File: config.mk
export PLATFORM = sky130hd
export DESIGN_NAME = seq_det_param
export DESIGN_NICKNAME = d
export VERILOG_FILES = /design/src/rtl/seq_det_param.sv
export SDC_FILE = /design/constraint.sdc
export NUM_CORES = 1
export LEC_CHECK = 0
export CAP_MARGIN = 10
export CELL_PAD_IN_SITES_DETAIL_PLACEMENT = 0
export CELL_PAD_IN_SITES_GLOBAL_PLACEMENT = 1
export CORE_MARGIN = 3
export CORE_UTILIZATION = 30
export CTS_BUF_LIST = sky130_fd_sc_hd__clkbuf_16
export DETAILED_ROUTE_END_ITERATION = 7
export GPL_ROUTABILITY_DRIVEN = 0
export GPL_TIMING_DRIVEN = 1
export PLACE_DENSITY = 0.59
export SYNTH_ARGS = -nofsm -noshare
export SYNTH_HDL_FRONTEND = slang
export SYNTH_SLANG_ARGS = --single-unit
File: constraint.sdc
create_clock -name clk -period 2.85 [get_ports clk]
set_clock_uncertainty 0.05 [all_clocks]
set_input_delay 0.855 -clock clk [delete_from_list [all_inputs] [get_ports clk]]
set_output_delay 0.855 -clock clk [all_outputs]
set_load 0.02 [all_outputs]
File: src/rtl/seq_det_param.sv
// seq_det_param: serial pattern detector with a runtime-loadable pattern of
// 1..MAX_LEN bits, selectable overlapping / non-overlapping detection and a
// Mealy match pulse z. The reset pattern is 1100, length 4, so MAX_LEN must be
// at least 4 when the reset pattern is relied upon.
// Optional saturating match counter: define SEQ_DET_CNT_EN.
module seq_det_param #(
  parameter int MAX_LEN = 8,
  parameter int CNT_W   = 8,
  localparam int LW     = $clog2(MAX_LEN + 1)
) (
  input  logic               clk,
  input  logic               reset,
  input  logic               x,
  input  logic               x_vld,
  input  logic               overlap,
  input  logic               pat_ld,
  input  logic [MAX_LEN-1:0] pat_in,
  input  logic [LW-1:0]      len_in,
  output logic               z
`ifdef SEQ_DET_CNT_EN
  ,
  output logic [CNT_W-1:0]   match_cnt
`endif
);

  logic [MAX_LEN-1:0] pat_q, pat_d;
  logic [LW-1:0]      len_q, len_d;
  logic [LW-1:0]      fill_q, fill_d;
  logic [MAX_LEN-2:0] hist_q, hist_d;

  logic [MAX_LEN-1:0] window;
  logic [MAX_LEN-1:0] lenMask;
  logic               lenInOk;
  logic               fillOk;
  logic               patEq;
  logic               zInt;

  // Match decode: the stored history with the incoming bit appended is
  // compared against the pattern, only over the low len_q bits, and only once
  // enough bits have been collected since the last clear.
  always_comb begin
    lenMask = '0;
    window  = {hist_q, x};
    for (int i = 0; i < MAX_LEN; i++) begin
      lenMask[i] = (i < int'(len_q));
    end
    fillOk = (fill_q >= (len_q - 1'b1));
    patEq  = (((window ^ pat_q) & lenMask) == '0);
    zInt   = reset && x_vld && !pat_ld && fillOk && patEq;
  end

  assign z = zInt;

  // Next state: a load strobe owns the cycle (its bit is dropped even when
  // the load is rejected); otherwise a valid bit shifts into the history,
  // except that a non-overlapping match restarts the fill from zero.
  always_comb begin
    pat_d   = pat_q;
    len_d   = len_q;
    hist_d  = hist_q;
    fill_d  = fill_q;
    lenInOk = (len_in != '0) && (len_in <= LW'(MAX_LEN));
    if (pat_ld) begin
      if (lenInOk) begin
        pat_d  = pat_in;
        len_d  = len_in;
        fill_d = '0;
      end
    end else if (x_vld) begin
      if (zInt && !overlap) begin
        fill_d = '0;
      end else begin
        hist_d = window[MAX_LEN-2:0];
        if (fill_q != LW'(MAX_LEN)) begin
          fill_d = fill_q + 1'b1;
        end
      end
    end
  end

  // State registers; synchronous active-low reset restores the 1100 pattern.
  always_ff @(posedge clk) begin
    if (!reset) begin
      pat_q  <= MAX_LEN'(4'b1100);
      len_q  <= LW'(4);
      hist_q <= '0;
      fill_q <= '0;
    end else begin
      pat_q  <= pat_d;
      len_q  <= len_d;
      hist_q <= hist_d;
      fill_q <= fill_d;
    end
  end

`ifdef SEQ_DET_CNT_EN
  logic [CNT_W-1:0] cnt_q, cnt_d;

  // Match counter: saturating increment on each pulse, cleared by an
  // accepted pattern load.
  always_comb begin
    cnt_d = cnt_q;
    if (pat_ld) begin
      if (lenInOk) begin
        cnt_d = '0;
      end
    end else if (zInt && (cnt_q != '1)) begin
      cnt_d = cnt_q + 1'b1;
    end
  end

  // Counter register, cleared by reset.
  always_ff @(posedge clk) begin
    if (!reset) begin
      cnt_q <= '0;
    end else begin
      cnt_q <= cnt_d;
    end
  end

  assign match_cnt = cnt_q;
`else
  logic [31:0] unusedCntW;
  assign unusedCntW = 32'(CNT_W);
`endif

endmodule

==> impl_results.md <==
- Period minus WS final: 2.873 ns
- Switching share of power: 0.2366
- Netlist cell types: 36
- Diodes inserted: 0
- Critical path class: input port to output pin
- Synth Warn #: 0
- CTS tree: yes
- Mapped Cells: 141
- Final core utilization: 0.4521
- Clock Sinks: 23
- Crit-path max FO: 2
- Post-synth net total: 168
- Sequential share of power: 0.427
- P_leak: 0.8113 nW
- DIE AREA: 0.005227 sq mm
- GRT Util Overall: 0.1259
- Top Ports: 19
- Fin. max-slew vios: 0
- CP Data Required Time: 1.95 ns
- #FFs+latches synth: 23
- Clock share of power: 0.369
- # port buffers: 18
- Antenna Violating Nets Remaining: 0
- Worst setup EP type: output pin
- TritonRoute pass-1 iters: 4
- Worst Hold Class: register to register
- Fill cell count: 405
- Power per Cell Area: 431.1 mW/mm^2
- Final HPWL DP: 2323 microns
- Slew headroom: 0.7828
- Achievable Freq: 0.3481 GHz
- Cell area after synthesis: 0.001319 sq mm
- CTS Buf Count: 3
- Grt ovf: 0
- Vias in the first global route: 1,113
- DR WL/cell: 13.03 microns
- Int Pwr: 0.0006122 W
- Gate power share: 0.204
- TNS Setup: -0.02282 ns
- Starting Density: 0.3205
- Outcome: finished, violations left
- Die Y: 72.30 microns
- Root Buffer: clkbuf_16
- Iter 0 DRT Violations: 23
- Net switching power figure: 0.0001898 W
- Initial antenna violation count: 0
- Clk Latency, worst-skew pair: 0.25 ns
- Nets: 211
- Pin count of the biggest net entering global routing: 21
- Syn Area/Cell: 9.353 sq um
- WP data arrival: 1.97 ns
- Die span in x: 72.30 microns
- PnR worst setup slack: -0.02282 ns
- Vias/cell: 4.721
- Via count: 1,100
- Area delta synth->final: 41.08%
- Rows: 23
- Area post-placement: 0.001682 sq mm
- Asr flop ratio synth: 0
- Layout cells sized above 1: 0.2896
- Register area share after synthesis: 0.3491
- # H-tree levels: 1
- Actual transition at the worst max-transition pin: 0.3242 ns
- MaxCap Viol Count: 0
- Unrepaired setup endpoints after global routing: true
- Final setup fails: 1
- Clk slew on worst S/H paths: 0.06 ns
- Post-synth EDFFs: 0
- DRC: 0
- CTS max path bufs: 2
- Post-Route WL: 3036 microns
- Failing checks: negative setup slack
- Synth Flop Type: dfxtp_1
- Final hold violations: 0
- VDD IR max: 0.2505 mV
- Core Area: 0.004115 sq mm
- Global-route wire length before repair: 5140 microns
- Post-route cell area: 0.001861 sq mm
- Setup crit start kind: input port
- Fin crit share: 1.008
==> state kept, by name (all words and copies together) (netlist names) <==
| signal | flops |
|---|---|
| pat_q | 8 |
| hist_q | 7 |
| fill_q | 4 |
| len_q | 4 |
==> power by group through the flow <==
stage               Clock [W]  Sequential (W)  Combinational (W)
global route         0.000321        0.000344           0.000181
CTS                  0.000308        0.000342           0.000158
global placement            0        0.000349           0.000145
finish               0.000296        0.000342           0.000163
detailed placement          0        0.000349           0.000147
floorplan                   0        0.000348          0.0000834
==> kinds of logic (layout without fill, tap and decap cells) <==
kind of cell             count (synthesis)  count (layout)  share of synthesized area
AND/OR/NAND/NOR                         45              45                     0.1765
adder cells (fa/ha/maj)                  9               9                    0.08539
AO/OA/AOI/OAI                           23              23                     0.1319
flip-flops                              23              23                     0.3491
multiplexers                            18              18                     0.1366
XOR/XNOR                                10              10                    0.06642
buffers and inverters                   13              55                    0.05407
==> path summary, 6_finish.rpt <==
path	start	end	slack [ns]	cells after the start
min reg2reg	pat_q[3]$_SDFFE_PN1P_	pat_q[3]$_SDFFE_PN1P_	0.45	2
max reg2reg	len_q[0]$_SDFFE_PN0P_	fill_q[0]$_SDFFE_PN0P_	0.49	10
min	pat_q[3]$_SDFFE_PN1P_	pat_q[3]$_SDFFE_PN1P_	0.45	2
max	pat_ld	z	-0.02	6
==> final cells by class <==
type	instances	area, sq um	share of cell area
flip-flops and latches	23	465.4	0.2502
inverters	7	26.28	0.01412
repair buffers	44	356.6	0.1917
clock buffers	3	75.07	0.04035
well taps	50	62.56	0.03362
clock inverters	1	3.754	0.002017
multi-input cells	105	870.8	0.4681
==> cell usage in the layout, fill, tap and decap left out, types with 4 or more instances in the layout <==
cell type	count
xnor2_1	7
a21oi_1	6
mux2i_1	18
clkbuf_2	4
nand2_1	9
clkdlybuf4s50_1	13
a31oi_1	4
nor2_1	18
buf_4	26
dfxtp_1	21
ha_1	6
inv_1	5
==> through the flow <==
step | power (W) | instances | setup WS (ns) | hold slack (ns)
after global routing | 0.0008456 | 233 | -0.07391 | 0.4916
after global placement | 0.0004934 | 225 | -0.9228 | 0.4294
final | 0.0008021 | 233 | -0.02282 | 0.4474
after detailed placement | 0.0004960 | 225 | -0.9001 | 0.4373
after floorplan | 0.0004310 | 141 | 0.08679 | 0.4151
after CTS | 0.0008091 | 231 | -0.1124 | 0.4531
==> timing repair <==
| item | CTS | global route |
|---|---|---|
| pin swaps | 6 | 7 |
| buffers inserted | 2 | 2 |
| gates resized for setup | 23 | 13 |
| hold buffers | 0 | 0 |
| endpoints found under the setup margin | 1 | 1 |
==> synth_stat cells (all sizes together) (3+ instances only) <==
cell type | count | area share
a21oi | 6 | 0.023
a31oi | 4 | 0.019
buf | 4 | 0.028
dfxtp | 23 | 0.35
ha | 9 | 0.085
inv | 7 | 0.020
mux2i | 18 | 0.14
nand2 | 9 | 0.026
nand3 | 3 | 0.011
nor2 | 18 | 0.051
o21ai | 3 | 0.011
o31ai | 3 | 0.017
xnor2 | 8 | 0.053
==> critical path: stages <==
cell       delay [ns]
clkbuf_2         0.10
nand2b_4         0.14
or2_4            0.23
a2111oi_4        0.28
and3_4           0.25
buf_6            0.11
==> metal layers <==
metal  wire (microns)  part of all wire  track usage  vias up
met3              116             0.038      0.03047        2
met4               19            0.0063      0.01879        0
met2             1457              0.48       0.2133       17
li1                 -                 -            -      575
met5                0                 0            0        -
met1             1443              0.48       0.1651      506
Power figures use the tool's default switching activity.
